[config.mk]
export PLATFORM = sky130hd
export DESIGN_NAME = mmc1_serial_writer_flat
export DESIGN_NICKNAME = d
export VERILOG_FILES = /design/src/rtl/mmc1_serial_writer_if.sv /design/src/rtl/mmc1_serial_writer.sv /design/src/flat_wrapper.sv
export SDC_FILE = /design/constraint.sdc
export NUM_CORES = 1
export LEC_CHECK = 0
export ABC_AREA = 1
export ABC_CLOCK_PERIOD_IN_PS = 3100
export BUFFER_PORTS_ARGS = -buffer_cell sky130_fd_sc_hd__buf_2
export CORE_ASPECT_RATIO = 1.4
export CORE_UTILIZATION = 48
export DETAILED_ROUTE_END_ITERATION = 7
export MAX_ROUTING_LAYER = met4
export PLACE_DENSITY = 0.78
export SLEW_MARGIN = 25
export SYNTH_ARGS = -nofsm -noshare
export SYNTH_HDL_FRONTEND = slang
export SYNTH_SLANG_ARGS = --single-unit
[constraint.sdc]
create_clock -name clk -period 3.1 [get_ports clk]
set_input_delay 0.775 -clock clk [delete_from_list [all_inputs] [get_ports clk]]
set_output_delay 0.775 -clock clk [all_outputs]
set_load 0.02 [all_outputs]
[src/rtl/mmc1_serial_writer_if.sv]
// ----------------------------------------------------------------------------
// mmc1_serial_writer_if: command, CPU-bus and shadow-read signals of the writer
// Rev 1.0
// ----------------------------------------------------------------------------
`default_nettype none

interface mmc1_serial_writer_if;
  logic       cmd_valid;
  logic       cmd_ready;
  logic [1:0] cmd_reg;
  logic [4:0] cmd_data;
  logic       cmd_rst;
  logic       busy;
  logic       done;
  logic       cpu_m2;
  logic       cpu_rw;
  logic       cpu_ce_n;
  logic [1:0] cpu_addr;
  logic       cpu_d7;
  logic       cpu_d0;
  logic [1:0] sh_sel;
  logic [4:0] sh_dat;

  modport master (
    input  cmd_valid, cmd_reg, cmd_data, cmd_rst, sh_sel,
    output cmd_ready, busy, done, cpu_m2, cpu_rw, cpu_ce_n, cpu_addr,
           cpu_d7, cpu_d0, sh_dat
  );

  modport slave (
    output cmd_valid, cmd_reg, cmd_data, cmd_rst, sh_sel,
    input  cmd_ready, busy, done, cpu_m2, cpu_rw, cpu_ce_n, cpu_addr,
           cpu_d7, cpu_d0, sh_dat
  );
endinterface

`default_nettype wire

[src/rtl/mmc1_serial_writer.sv]
// ----------------------------------------------------------------------------
// mmc1_serial_writer: emits MMC1 serial-load CPU writes; shadow regs via MMC1W_SHADOW_EN
// Rev 1.0
// ----------------------------------------------------------------------------
`default_nettype none

module mmc1_serial_writer #(
  parameter int M2_DIV  = 6,
  parameter int GAP_CYC = 1
) (
  input  wire logic            clk,
  input  wire logic            rst_n,
  mmc1_serial_writer_if.master bus
);

  localparam int              PH_W     = $clog2(2 * M2_DIV);
  localparam logic [PH_W-1:0] PH_RISE  = PH_W'(M2_DIV - 1);
  localparam logic [PH_W-1:0] PH_LAST  = PH_W'(2 * M2_DIV - 1);
  localparam int              GAP_W    = (GAP_CYC > 1) ? $clog2(GAP_CYC) : 1;
  localparam logic [GAP_W-1:0] GAP_INIT = GAP_W'(GAP_CYC - 1);

  typedef enum logic [2:0] {
    S_IDLE  = 3'd0,
    S_ARM   = 3'd1,
    S_GAP   = 3'd2,
    S_RSTW  = 3'd3,
    S_WRITE = 3'd4,
    S_FIN   = 3'd5
  } state_t;

  logic [PH_W-1:0]  phase_q, phase_d;
  logic             m2_q;
  logic             cycle_end;

  state_t           state_q;
  logic             busy_q, done_q;
  logic             rw_q, ce_n_q, d7_q, d0_q;
  logic [1:0]       addr_q;
  logic [1:0]       reg_q;
  logic [4:0]       data_q;
  logic             rst_q;
  logic [2:0]       bit_q;
  logic [GAP_W-1:0] gap_q;

  // M2 free-runs: LO for M2_DIV clks, then HI; cycle_end is the last HI clk.
  assign cycle_end = (phase_q == PH_LAST);
  assign phase_d   = cycle_end ? '0 : phase_q + 1'b1;

  always_ff @(posedge clk or negedge rst_n) begin
    if (!rst_n) begin
      phase_q <= '0;
      m2_q    <= 1'b0;
    end else begin
      phase_q <= phase_d;
      if (cycle_end)
        m2_q <= 1'b0;
      else if (phase_q == PH_RISE)
        m2_q <= 1'b1;
    end
  end

  // Bus outputs change only on the M2 falling edge, so each cycle is stable.
  always_ff @(posedge clk or negedge rst_n) begin
    if (!rst_n) begin
      state_q <= S_IDLE;
      busy_q  <= 1'b0;
      done_q  <= 1'b0;
      rw_q    <= 1'b1;
      ce_n_q  <= 1'b1;
      addr_q  <= 2'd0;
      d7_q    <= 1'b0;
      d0_q    <= 1'b0;
      reg_q   <= 2'd0;
      data_q  <= 5'd0;
      rst_q   <= 1'b0;
      bit_q   <= 3'd0;
      gap_q   <= '0;
    end else begin
      done_q <= 1'b0;
      case (state_q)
        S_IDLE: begin
          if (bus.cmd_valid) begin
            reg_q   <= bus.cmd_reg;
            data_q  <= bus.cmd_data;
            rst_q   <= bus.cmd_rst;
            bit_q   <= 3'd0;
            busy_q  <= 1'b1;
            state_q <= S_ARM;
          end
        end
        S_ARM: begin
          if (cycle_end) begin
            gap_q   <= GAP_INIT;
            state_q <= S_GAP;
          end
        end
        S_GAP: begin
          if (cycle_end) begin
            if (gap_q != '0) begin
              gap_q <= gap_q - 1'b1;
            end else begin
              rw_q   <= 1'b0;
              ce_n_q <= 1'b0;
              addr_q <= reg_q;
              if (rst_q) begin
                d7_q    <= 1'b1;
                d0_q    <= 1'b0;
                state_q <= S_RSTW;
              end else begin
                d7_q    <= 1'b0;
                d0_q    <= data_q[bit_q];
                state_q <= S_WRITE;
              end
            end
          end
        end
        S_RSTW: begin
          if (cycle_end) begin
            rst_q   <= 1'b0;
            rw_q    <= 1'b1;
            ce_n_q  <= 1'b1;
            d7_q    <= 1'b0;
            d0_q    <= 1'b0;
            gap_q   <= GAP_INIT;
            state_q <= S_GAP;
          end
        end
        S_WRITE: begin
          if (cycle_end) begin
            rw_q   <= 1'b1;
            ce_n_q <= 1'b1;
            d7_q   <= 1'b0;
            d0_q   <= 1'b0;
            if (bit_q == 3'd4) begin
              done_q  <= 1'b1;
              busy_q  <= 1'b0;
              state_q <= S_FIN;
            end else begin
              bit_q   <= bit_q + 3'd1;
              gap_q   <= GAP_INIT;
              state_q <= S_GAP;
            end
          end
        end
        // The FIN bus cycle is already idle; only one clk of not-ready is needed.
        S_FIN:   state_q <= S_IDLE;
        default: state_q <= S_IDLE;
      endcase
    end
  end

  assign bus.cmd_ready = (state_q == S_IDLE);
  assign bus.busy      = busy_q;
  assign bus.done      = done_q;
  assign bus.cpu_m2    = m2_q;
  assign bus.cpu_rw    = rw_q;
  assign bus.cpu_ce_n  = ce_n_q;
  assign bus.cpu_addr  = addr_q;
  assign bus.cpu_d7    = d7_q;
  assign bus.cpu_d0    = d0_q;

`ifdef MMC1W_SHADOW_EN
  logic [4:0] shadow_q [4];

  // A reset write forces control[3:2]=11 whatever register it addressed.
  always_ff @(posedge clk or negedge rst_n) begin
    if (!rst_n) begin
      shadow_q[0] <= 5'h1F;
      shadow_q[1] <= 5'h00;
      shadow_q[2] <= 5'h00;
      shadow_q[3] <= 5'h00;
    end else if (cycle_end) begin
      if (state_q == S_RSTW)
        shadow_q[0][3:2] <= 2'b11;
      if (state_q == S_WRITE && bit_q == 3'd4)
        shadow_q[reg_q] <= data_q;
    end
  end

  assign bus.sh_dat = shadow_q[bus.sh_sel];
`else
  logic unused_sh_sel;
  assign unused_sh_sel = ^bus.sh_sel;
  assign bus.sh_dat    = 5'd0;
`endif

endmodule

`default_nettype wire

[src/flat_wrapper.sv]
// flat-port wrapper written by rule: the top's interface ports become plain ports
module mmc1_serial_writer_flat 
#(
  parameter int M2_DIV  = 6,
  parameter int GAP_CYC = 1
)
  (clk, rst_n, bus_cmd_valid, bus_cmd_reg, bus_cmd_data, bus_cmd_rst, bus_sh_sel, bus_cmd_ready, bus_busy, bus_done, bus_cpu_m2, bus_cpu_rw, bus_cpu_ce_n, bus_cpu_addr, bus_cpu_d7, bus_cpu_d0, bus_sh_dat);
  mmc1_serial_writer_if bus_i ();
  input  wire logic clk;
  input  wire logic rst_n;
  input wire logic [$bits(bus_i.cmd_valid)-1:0] bus_cmd_valid;
  input wire logic [$bits(bus_i.cmd_reg)-1:0] bus_cmd_reg;
  input wire logic [$bits(bus_i.cmd_data)-1:0] bus_cmd_data;
  input wire logic [$bits(bus_i.cmd_rst)-1:0] bus_cmd_rst;
  input wire logic [$bits(bus_i.sh_sel)-1:0] bus_sh_sel;
  output wire logic [$bits(bus_i.cmd_ready)-1:0] bus_cmd_ready;
  output wire logic [$bits(bus_i.busy)-1:0] bus_busy;
  output wire logic [$bits(bus_i.done)-1:0] bus_done;
  output wire logic [$bits(bus_i.cpu_m2)-1:0] bus_cpu_m2;
  output wire logic [$bits(bus_i.cpu_rw)-1:0] bus_cpu_rw;
  output wire logic [$bits(bus_i.cpu_ce_n)-1:0] bus_cpu_ce_n;
  output wire logic [$bits(bus_i.cpu_addr)-1:0] bus_cpu_addr;
  output wire logic [$bits(bus_i.cpu_d7)-1:0] bus_cpu_d7;
  output wire logic [$bits(bus_i.cpu_d0)-1:0] bus_cpu_d0;
  output wire logic [$bits(bus_i.sh_dat)-1:0] bus_sh_dat;
  assign bus_i.cmd_valid = bus_cmd_valid;
  assign bus_i.cmd_reg = bus_cmd_reg;
  assign bus_i.cmd_data = bus_cmd_data;
  assign bus_i.cmd_rst = bus_cmd_rst;
  assign bus_i.sh_sel = bus_sh_sel;
  assign bus_cmd_ready = bus_i.cmd_ready;
  assign bus_busy = bus_i.busy;
  assign bus_done = bus_i.done;
  assign bus_cpu_m2 = bus_i.cpu_m2;
  assign bus_cpu_rw = bus_i.cpu_rw;
  assign bus_cpu_ce_n = bus_i.cpu_ce_n;
  assign bus_cpu_addr = bus_i.cpu_addr;
  assign bus_cpu_d7 = bus_i.cpu_d7;
  assign bus_cpu_d0 = bus_i.cpu_d0;
  assign bus_sh_dat = bus_i.sh_dat;
  mmc1_serial_writer #(.M2_DIV(M2_DIV), .GAP_CYC(GAP_CYC)) u_core (.clk(clk), .rst_n(rst_n), .bus(bus_i));
endmodule
==> results.tsv <==
stage	metric	value	unit
cells_and_area	area of the multi-input gates	579.3	um^2
die	DIE WIDTH	46.72	um
worst_setup_path	critical path capture point type	primary output	
cts	H-tree depth	1	
die	FP Rows	22	
cts	total CTS buffers	3	
global_route	first-pass GRT wire length	4.008	mm
worst_setup_path	WS Path Type	flip-flop to primary output	
global_route	initial antenna violation count	0	
outcome	status	completed	
cells_and_area	Post-Layout Cell Count	223	
logic_synthesis	post-synthesis sequential area ratio	48.51	%
routing	Vias	1049	
routing	ANT nets after route	0	
power_and_ir_drop	Final Power	1191	uW
cells_and_area	Antenna Cells	0	
sta	RSZ-0062 raised after global routing	no	
worst_setup_path	Slowest-stage cell, CP	dfrtp_1	
cells_and_area	layout cells sized above 1	19.79	%
logic_synthesis	Synth Flop Type	dfrtp_1	
placed_design	placed cell count	219	
worst_setup_path	Critical Path RT	2.32	ns
routing	first-pass iteration count of the detailed router	4	
cts	Clk pin slew, worst setup/hold paths	0.14	ns
cts	Post-CTS Setup Inserts	0	
logic_synthesis	asr flop ratio synth	100.0	%
worst_setup_path	Worst Setup Start Kind	flip-flop	
logic_synthesis	Synth Cell Area	1344	um^2
worst_setup_path	Worst path max stage delay	0.49	ns
worst_setup_path	Crit path arrival time	1.35	ns
sta	Post-Route Skew	0.006658	ns
sta	post-layout min period	2.125	ns
sta	pins over their slew limit	0	
power_and_ir_drop	maximum VDD drop	435.9	uV
min_path	Min-Delay Path Class	primary input to async pin	
logic_synthesis	Yosys top cell by area	dfrtp_1	
sta	Hold Fails Final Rpt	0	
cts	CTS root buf	clkbuf_4	
logic_synthesis	Synth Instances	166	
sta	fmax	470.5	MHz
die	die footprint	3018	um^2
global_route	largest net degree at the start of global routing	27	
cells_and_area	Design Area, Final	1500	um^2
cts	hold buffers post-CTS	0	
routing	initial drt markers	25	
cells_and_area	Final nets	205	
logic_synthesis	synth warn	0	
sta	final setup violation count	0	
worst_setup_path	worst-path cell chain	nor2_4, nand2_4, inv_2, buf_2	
sta	Least-Margin Pin Slew	0.5701	ns
routing	DRC viols	0	
cells_and_area	FILL cells	276	
routing	total wire length	2.363	mm
logic_synthesis	Mean Syn Cell Area	8.095	um^2
placed_design	Port Buf Inserts	20	
run	max_cap viols	0	
die	core footprint	2643	um^2
global_route	vias in the first global route	1021	
logic_synthesis	top-count cell post-synth	nand2_1	
power_and_ir_drop	pwr dens	794.2	nW/um^2
die	Starting Density	50.85	%
logic_synthesis	Yosys reg bits	26	
cts	CTS tree	done	
sta	final setup TNS	0	ns
die	die height	64.61	um
logic_synthesis	ranking of synthesized cells by area	dfrtp_1 47%, nand2_1 16%, nand3_1 5.6%	
logic_synthesis	Yosys top cell area share	46.55	%
die	I/O pin count	28	
global_route	gr usage total	18.40	%
sta	final worst-path cycle share	68.56	%
placed_design	GP Congestion	0.8200	
cts	Post-CTS Resized	0	
placed_design	Placed Instance Area	1448	um^2
logic_synthesis	Post-synth EDFFs	0	
routing	vias per inst	4.704	
cts	clock latency on the worst-skew pair	0.32	ns
cells_and_area	area grow syn2layout	11.64	%
worst_setup_path	CP max FO	6	
sta	post-route setup slack	0.9746	ns
cells_and_area	register area	651.9	um^2
routing	drt wl/cell	10.60	um
cts	CTS Buffer Depth	2	
sta	Relative slew margins	61.99	%
cts	Clock Sinks	26	
power_and_ir_drop	leakage power	0.0008202	uW
global_route	GRT Residual Overflow	0	
logic_synthesis	unique cell type count in the Yosys netlist	22	
placed_design	post-DP HPWL	1.830	mm
logic_synthesis	synth cell count leaders	57 x nand2_1, 25 x dfrtp_1, 17 x inv_1	
placed_design	Placement Setup Slack	1.353	ns
metal layers:
layer	vias to the layer above	wire (um)	part of all wire, %	global-route usage, %
met5	-	0	0	-
met4	0	45	1.9	7.500
met3	6	57	2.4	1.671
met2	17	1260	53	32.81
met1	479	998	42	19.78
li1	547	-	-	-
layout make-up:
cell class	instances	area share (%)
inverters	19	4.754
clock buffers	3	1.501
well taps	36	3.002
flip-flops and latches	26	43.45
clock inverters	1	2.002
multi-input cells	118	38.62
repair buffers	20	6.672
sequential cells by signal (all words and copies together), names as in the netlist:
name,count
u_core.bus.done,1
u_core.rst_q,1
u_core.state_q,3
u_core.phase_q,4
u_core.bus.cpu_addr,2
u_core.bus.cpu_d0,1
u_core.bus.cpu_d7,1
u_core.bus.cpu_m2,1
u_core.bit_q,3
u_core.bus.busy,1
u_core.reg_q,2
u_core.bus.cpu_ce_n,1
u_core.data_q,5
kinds of logic after synthesis:
| logic type | after synthesis | synth area share [%] |
|---|---|---|
| simple gates | 92 | 31.10 |
| buf+inv | 26 | 9.497 |
| flops | 26 | 48.51 |
| compound gates | 16 | 6.238 |
| fa+ha+maj | 4 | 3.725 |
| xor+xnor | 1 | 0.6519 |
| other cells | 1 | 0.2791 |
worst paths after layout:
path                                               start  slack [ns]                             to  cells past startpoint
max                        u_core.state_q[0]$_DFFE_PN0P_        0.97                  bus_cmd_ready                      4
min                                                rst_n        0.43  u_core.bus.cpu_d0$_DFFE_PN0P_                      1
max reg2reg                  u_core.bit_q[0]$_DFFE_PN0P_        1.62    u_core.bit_q[2]$_DFFE_PN0P_                      8
min reg2reg                 u_core.data_q[0]$_DFFE_PN0P_        0.50   u_core.data_q[0]$_DFFE_PN0P_                      2
max in group asynchronous                          rst_n        2.30  u_core.state_q[1]$_DFFE_PN0P_                      1
min in group clk            u_core.data_q[0]$_DFFE_PN0P_        0.50   u_core.data_q[0]$_DFFE_PN0P_                      2
critical path: cells and delay by family, from the launching register on:
| kind | cells | cell delay (ns) |
|---|---|---|
| simple gates | 2 | 0.29 |
| buf+inv | 2 | 0.25 |
| flops | 1 | 0.49 |
where the power goes:
part           switching (uW)  internal [uW]  total [uW]
Combinational             299            151         450
Sequential               71.1            439         510
Clock                     102            131         232
metrics by stage:
step	util [%]	hold slack, ns
floorplan	-	0.4422
finish	56.77	0.4255
detailed placement	54.78	0.4685
global placement	54.78	0.4553
CTS	56.77	0.4358
global route	56.77	0.4518
layout by cell type, fill, tap and decap left out, drive strengths merged:
master | Yosys | routed
nand2 | 60 | 60
dfrtp | 25 | 25
buf | 7 | 20
inv | 19 | 19
nor2 | 16 | 16
nand3 | 15 | 15
o21ai | 12 | 12
conb | 1 | 5
ha | 4 | 4
a21oi | 3 | 3
clkbuf | 0 | 3
or2 | 1 | 1
a22o | 1 | 1
xnor2 | 1 | 1
bufinv | 0 | 1
dfstp | 1 | 1
(Power assumes the default switching activity.)
